### src/rtl/gamma_lut_loader.sv
// Frames a raw byte stream (HDR0 HDR1 payload checksum) into a gamma LUT packet.
// The payload is buffered and replayed only after its checksum verifies.
module gamma_lut_loader #(
    parameter logic [7:0] HDR0    = 8'hA5,
    parameter logic [7:0] HDR1    = 8'h5A,
    parameter int         NBYTES  = 256,
    parameter int         TIMEOUT = 1000
) (
    input  logic       clk,
    input  logic       rst,
    input  logic       rx_valid,
    input  logic [7:0] rx_data,
    output logic       SOP,
    output logic       EOP,
    output logic       VLD,
    output logic [7:0] packet_data,
    output logic       load_done,
    output logic       chk_err,
    output logic       tmo_err,
    output logic       busy
);

    localparam int IDX_W = (NBYTES > 1) ? $clog2(NBYTES) : 1;
    localparam int GAP_W = (TIMEOUT > 1) ? $clog2(TIMEOUT) : 1;

    localparam logic [IDX_W-1:0] LAST_IDX = IDX_W'(NBYTES - 1);
    localparam logic [GAP_W-1:0] TMO_LAST = GAP_W'(TIMEOUT - 1);

    localparam logic [2:0] ST_IDLE     = 3'd0;
    localparam logic [2:0] ST_SYNC     = 3'd1;
    localparam logic [2:0] ST_PAYLOAD  = 3'd2;
    localparam logic [2:0] ST_CHECK    = 3'd3;
    localparam logic [2:0] ST_PREFETCH = 3'd4;
    localparam logic [2:0] ST_REPLAY   = 3'd5;

    logic [2:0]       state_q, state_d;
    logic [IDX_W-1:0] idx_q, idx_d;
    logic [7:0]       sum_q, sum_d;
    logic [GAP_W-1:0] gap_q, gap_d;
    logic             sop_q, sop_d;
    logic             eop_q, eop_d;
    logic             vld_q, vld_d;
    logic [7:0]       packet_data_q, packet_data_d;
    logic             load_done_q, load_done_d;
    logic             chk_err_q, chk_err_d;
    logic             tmo_err_q, tmo_err_d;

    logic [7:0]       sum_next;
    logic             mem_we;
    logic             in_frame;
    logic [7:0]       mem [NBYTES];

    // idx_q addresses the single RAM port for both payload writes and replay reads
    always_ff @(posedge clk) begin
        if (mem_we) begin
            mem[idx_q] <= rx_data;
        end
    end

    always_comb begin
        state_d       = state_q;
        idx_d         = idx_q;
        sum_d         = sum_q;
        gap_d         = gap_q;
        sop_d         = 1'b0;
        eop_d         = 1'b0;
        vld_d         = 1'b0;
        packet_data_d = packet_data_q;
        load_done_d   = 1'b0;
        chk_err_d     = 1'b0;
        tmo_err_d     = 1'b0;
        mem_we        = 1'b0;
        sum_next      = sum_q + rx_data;
        in_frame      = (state_q == ST_SYNC) || (state_q == ST_PAYLOAD) ||
                        (state_q == ST_CHECK);

        // Inter-byte watchdog; a byte in the same cycle always wins over expiry
        if (in_frame) begin
            if (rx_valid) begin
                gap_d = '0;
            end else if (gap_q == TMO_LAST) begin
                tmo_err_d = 1'b1;
                state_d   = ST_IDLE;
            end else begin
                gap_d = gap_q + GAP_W'(1);
            end
        end

        case (state_q)
            ST_IDLE: begin
                if (rx_valid && (rx_data == HDR0)) begin
                    state_d = ST_SYNC;
                    gap_d   = '0;
                end
            end
            ST_SYNC: begin
                if (rx_valid) begin
                    if (rx_data == HDR1) begin
                        state_d = ST_PAYLOAD;
                        idx_d   = '0;
                        sum_d   = '0;
                    end else if (rx_data != HDR0) begin
                        state_d = ST_IDLE;
                    end
                end
            end
            ST_PAYLOAD: begin
                if (rx_valid) begin
                    mem_we = 1'b1;
                    sum_d  = sum_next;
                    idx_d  = idx_q + IDX_W'(1);
                    if (idx_q == LAST_IDX) begin
                        state_d = ST_CHECK;
                    end
                end
            end
            ST_CHECK: begin
                if (rx_valid) begin
                    if (sum_next == 8'h00) begin
                        state_d = ST_PREFETCH;
                        idx_d   = '0;
                    end else begin
                        chk_err_d = 1'b1;
                        state_d   = ST_IDLE;
                    end
                end
            end
            ST_PREFETCH: begin
                packet_data_d = mem[idx_q];
                vld_d         = 1'b1;
                sop_d         = 1'b1;
                eop_d         = (idx_q == LAST_IDX);
                idx_d         = idx_q + IDX_W'(1);
                state_d       = ST_REPLAY;
            end
            ST_REPLAY: begin
                // The cycle showing EOP is the last replay cycle
                if (eop_q) begin
                    load_done_d = 1'b1;
                    state_d     = ST_IDLE;
                end else begin
                    packet_data_d = mem[idx_q];
                    vld_d         = 1'b1;
                    eop_d         = (idx_q == LAST_IDX);
                    idx_d         = idx_q + IDX_W'(1);
                end
            end
            default: begin
                state_d = ST_IDLE;
            end
        endcase
    end

    always_ff @(posedge clk) begin
        if (rst) begin
            state_q       <= ST_IDLE;
            idx_q         <= '0;
            sum_q         <= '0;
            gap_q         <= '0;
            sop_q         <= 1'b0;
            eop_q         <= 1'b0;
            vld_q         <= 1'b0;
            packet_data_q <= '0;
            load_done_q   <= 1'b0;
            chk_err_q     <= 1'b0;
            tmo_err_q     <= 1'b0;
        end else begin
            state_q       <= state_d;
            idx_q         <= idx_d;
            sum_q         <= sum_d;
            gap_q         <= gap_d;
            sop_q         <= sop_d;
            eop_q         <= eop_d;
            vld_q         <= vld_d;
            packet_data_q <= packet_data_d;
            load_done_q   <= load_done_d;
            chk_err_q     <= chk_err_d;
            tmo_err_q     <= tmo_err_d;
        end
    end

    assign SOP         = sop_q;
    assign EOP         = eop_q;
    assign VLD         = vld_q;
    assign packet_data = packet_data_q;
    assign load_done   = load_done_q;
    assign chk_err     = chk_err_q;
    assign tmo_err     = tmo_err_q;
    assign busy        = (state_q != ST_IDLE);

endmodule

### config.mk
export PLATFORM = sky130hd
export DESIGN_NAME = gamma_lut_loader
export DESIGN_NICKNAME = d
export VERILOG_FILES = /design/src/rtl/gamma_lut_loader.sv
export SDC_FILE = /design/constraint.sdc
export NUM_CORES = 2
export LEC_CHECK = 0
export BUFFER_PORTS_ARGS = -buffer_cell sky130_fd_sc_hd__buf_2
export CELL_PAD_IN_SITES_DETAIL_PLACEMENT = 2
export CELL_PAD_IN_SITES_GLOBAL_PLACEMENT = 2
export CORE_ASPECT_RATIO = 1.2
export CORE_MARGIN = 4
export CORE_UTILIZATION = 55
export DETAILED_ROUTE_END_ITERATION = 16
export GPL_ROUTABILITY_DRIVEN = 0
export GPL_TIMING_DRIVEN = 0
export PLACE_DENSITY = 0.88
export SYNTH_ARGS = -nofsm -noshare
export SYNTH_HDL_FRONTEND = slang
export SYNTH_SLANG_ARGS = --single-unit
### constraint.sdc
create_clock -name clk -period 7.1 [get_ports clk]
set_clock_uncertainty 0.15 [all_clocks]
set_input_delay 0.355 -clock clk [delete_from_list [all_inputs] [get_ports clk]]
set_output_delay 0.355 -clock clk [all_outputs]
set_load 0.005 [all_outputs]
==> summary.md, run 1 <==
| Metric | Value |
|---|---|
| Failed at | `3_5_place_dp` |
| # port buffers | `24` |
| Post-synthesis sequential area ratio | `77.0%` |
| Synth unique cells | `65` |
| Mux share of post-synthesis cell area | `14.7%` |
| Width of the die | `359 um` |
| Post-Synth XOR/XNOR Area | `0.0832%` |
| Outcome | `did not finish` |
| Commonest cells in the netlist | `edfxtp_1 (2048), mux4_2 (479), nor2_1 (308)` |
| Adder-Cell Fraction of Synth Area | `0.210%` |
| Largest family of logic cells by synthesized area | `multiplexers` |
| Number of flops mapped to enable cells by yosys | `2048` |
| Post-Syn Instances | `3886` |
| # IOs | `26` |
| Net Count, Synth | `3910` |
| Synth area leader | `edfxtp_1` |
| Post-synthesis register bit count | `2099` |
| Tool error | `[ERROR DPL-0033] detailed placement checks failed during check placement.` |
| # rows | `154` |
| Primary FF master, synth | `edfxtp_1` |
| Simple-Gate Fraction of Synth Area | `2.90%` |
| DPL Wire Length | `254 mm` |
| Ys Warns | `0` |
| Top cells by area, synth | `edfxtp_1 (76%), mux4_2 (13%), nor2_1 (1.4%), mux2i_1 (1.4%), dfxtp_1 (1.3%)` |
| Post-synth top area share | `75.7%` |
| Fraction of the mapped netlist area in compound gates | `3.54%` |
| FFs w/ async S/R, synth | `0%` |
| Height of the die | `429 um` |
| Most frequent cell after synthesis | `edfxtp_1` |
| Initial Util | `55.3%` |
| Syn_area_per_cell | `20.9 um2` |
| Synth Cell Area | `81200 um2` |
[kinds of logic after synthesis]
group           after synthesis
xor+xnor                      6
flops                      2099
simple gates                531
fa+ha+maj                    13
compound gates              396
mux                         597
buf+inv                     244
[stage by stage]
stage             hold slack, ns  worst slack, ns  instances  cell area [um2]
floorplan                  0.304             4.41       3886            81200
global placement           0.334            0.197       5860            83800
==> inputs of run 2 (changes only) <==
==> config.mk (replaced) <==
export PLATFORM = sky130hd
export DESIGN_NAME = gamma_lut_loader
export DESIGN_NICKNAME = d
export VERILOG_FILES = /design/src/rtl/gamma_lut_loader.sv
export SDC_FILE = /design/constraint.sdc
export NUM_CORES = 2
export LEC_CHECK = 0
export BUFFER_PORTS_ARGS = -buffer_cell sky130_fd_sc_hd__buf_2
export CORE_MARGIN = 4
export CORE_UTILIZATION = 40
export DETAILED_ROUTE_END_ITERATION = 16
export GPL_ROUTABILITY_DRIVEN = 0
export GPL_TIMING_DRIVEN = 0
export PLACE_DENSITY_LB_ADDON = 0.15
export SYNTH_ARGS = -nofsm -noshare
export SYNTH_HDL_FRONTEND = slang
export SYNTH_SLANG_ARGS = --single-unit
==> summary.md, run 2 <==
| Metric | Value |
|---|---|
| Filler Cell Count | `17000` |
| Outcome | `finished, violations left` |
| Reg area | `62500 um2` |
| Initial Util | `40.2% (-15 points)` |
| Vias in the first global route | `42000` |
| Slew Viols, Final | `74` |
| Post-synthesis sequential area ratio | `77.0% (unchanged)` |
| CP Data Arrival Time | `6.04 ns` |
| Routed WL per cell | `36.9 um` |
| FFs w/ async S/R, synth | `0% (unchanged)` |
| Pwr dens | `274 nW/um2` |
| Initial antenna violation count | `14` |
| Pin count of the biggest net entering global routing | `149` |
| Net Count, Synth | `3910 (unchanged)` |
| Setup repair bufs after CTS | `0` |
| Top cells by area, synth | `edfxtp_1 (76%), mux4_2 (13%), nor2_1 (1.4%), mux2i_1 (1.4%), dfxtp_1 (1.3%)` |
| Most frequent cell after synthesis | `edfxtp_1` |
| Worst path required time | `7.72 ns` |
| Max reg flops | `2048` |
| Clock Tree Root | `clkbuf_16` |
| DPL Wire Length | `174 mm (-32%)` |
| P&R area growth vs syn | `13.8%` |
| Ys Warns | `0 (unchanged)` |
| Final WS setup | `1.68 ns` |
| Die Area | `210000 um2` |
| Crit-path max FO | `10` |
| Peak supply drop | `238 uV` |
| Largest Register | `mem` |
| Number of flops mapped to enable cells by yosys | `2048 (unchanged)` |
| GRT Overall Usage | `24.5%` |
| H-tree depth | `4` |
| Final worst-path cycle share | `76.4%` |
| Primary FF master, synth | `edfxtp_1` |
| Hold crit path type | `in -> reg` |
| RSZ-0062 raised after global routing | `no` |
| Leak | `27.5 nW` |
| Vias per cell | `6.02` |
| Max Clk Rate | `184 MHz` |
| Clock slew at reported path FFs | `0.06 ns` |
| Height of the die | `459 um (+6.9%)` |
| Final-report setup violation count | `0` |
| Final net count | `4184` |
| Slew @ Worst Pin | `1.55 ns` |
| CTS Sinks | `2099` |
| Most frequent cells in the layout | `edfxtp_1 (2048), mux4_2 (479), nor2_1 (307), clkbuf_16 (220), clkbuf_1 (141)` |
| Post-synthesis register bit count | `2099 (unchanged)` |
| First-pass GRT wire length | `353 mm` |
| Area taken by multi-input logic gates | `17500 um2` |
| Slew margin rel. | `-3.61%` |
| Hold buffer count at CTS | `9` |
| Critical path class | `reg -> reg` |
| Largest regs | `mem: 2048 flops, gap_q: 10 flops` |
| Hold Vio Cnt, Final | `0` |
| Commonest cells in the netlist | `edfxtp_1 (2048), mux4_2 (479), nor2_1 (308)` |
| Synth unique cells | `65 (unchanged)` |
| Width of the die | `459 um (+28%)` |
| Post-Syn Instances | `3886 (unchanged)` |
| Syn_area_per_cell | `20.9 um2 (unchanged)` |
| Min Clock Period, post-route | `5.42 ns` |
| Failing checks | `max-capacitance violations, max-slew violations` |
| Via Count | `42300` |
| Pre-CTS worst setup slack | `1.81 ns` |
| Share of cells above drive strength 1 | `22.6%` |
| Pwr Total | `25.4 mW` |
| # IOs | `26 (unchanged)` |
| CTS Buffer Depth | `3` |
| CTS buffer count | `219` |
| Drt pass-1 iters | `5` |
| # port buffers | `24 (unchanged)` |
| # rows | `165 (+7.1%)` |
| Synth Cell Area | `81200 um2 (unchanged)` |
| Post-route ant nets | `0` |
| Initial detailed-routing violation count | `5844` |
| Post-cts sizing count | `0` |
| Core Region | `202000 um2` |
| Leading cell type in the layout, fill and taps excluded | `edfxtp_1` |
| Worst-Skew Late Latency | `0.85 ns` |
| Post-Route WL | `260 mm` |
| GRT Residual Overflow | `0` |
| Remaining DRCs | `0` |
| Critical Path Start Type | `register` |
| Type of destination of the critical path | `register` |
| Post-synth top area share | `75.7% (unchanged)` |
| Synth area leader | `edfxtp_1` |
| CTS tree | `built` |
| Max cap viols | `7` |
run 2: cell families after synthesis:
logic type	after synthesis	share of synthesized area, %
flip-flops	2099	77.0
AND/OR/NAND/NOR	531	2.90
AO/OA/AOI/OAI	396	3.54
XOR/XNOR	6	0.0832
adder cells (fa/ha/maj)	13	0.210
buffers and inverters	244	1.55
multiplexers	597	14.7
run 2: area by class of cell:
cell class,count,share of cell area (%)
flip-flops and latches,2099,67.6
multi-input cells,1543,18.9
clock buffers,276,6.25
well taps,2672,3.62
clock inverters,135,1.45
plain buffers,234,1.34
repair buffers,53,0.792
inverters,10,0.0406
diodes,5,0.0135
run 2: worst max-delay path, cell delays in order (launching register included):
cell and delay, ns:
dfxtp_1 0.41, buf_2 0.39, nor2b_1 1.07, buf_2 0.56, buf_1 0.97, a22oi_1 0.21, nand3_1 0.21, o21ai_0 0.15
a21oi_1 0.47, a2bb2oi_1 0.42, o2111ai_1 0.28
run 2: per-stage QoR:
step / cell area (um2) / utilization, % / instances / TNS (ns) / hold WS [ns]
2_1_floorplan: 81200 / - / 3886 / 0 / 0.304
6_report: 92500 / 45.7 / 7027 / 0 / 0.124
3_5_place_dp: 85200 / 42.2 / 6602 / 0 / 0.333
4_1_cts: 92400 / 45.7 / 7022 / 0 / 0.0608
3_3_place_gp: 84700 / 41.9 / 6582 / -6.63 / 0.334
5_1_grt: 92400 / 45.7 / 7023 / 0 / 0.118
run 2: where the power goes:
group          total (mW)  switching [mW]  internal (mW)  leakage [nW]
Combinational       0.263           0.224         0.0383          5.20
Sequential           13.6       0.0000280           13.6          18.8
Clock                11.5            4.92           6.59          3.47
Total                25.4            5.14           20.2          27.5
run 2: final timing paths:
| check | start | endpoint | slack (ns) | cells after the start |
|---|---|---|---|---|
| hold / removal | rst | state_q[2] | 0.12 | 3 |
| setup reg to reg | register | packet_data[3] | 1.68 | 10 |
| hold reg to reg | gap_q[8] | gap_q[8] | 0.35 | 2 |
| setup / recovery | register | packet_data[3] | 1.68 | 10 |
run 2: layer usage:
layer  part of all wire, %  track usage [%]
met2                    47             38.5
met4                   3.9             8.78
met3                   8.2             4.82
met1                    41             34.2
met5                 0.021                0
Note: power is estimated with default switching activity, not from simulation.
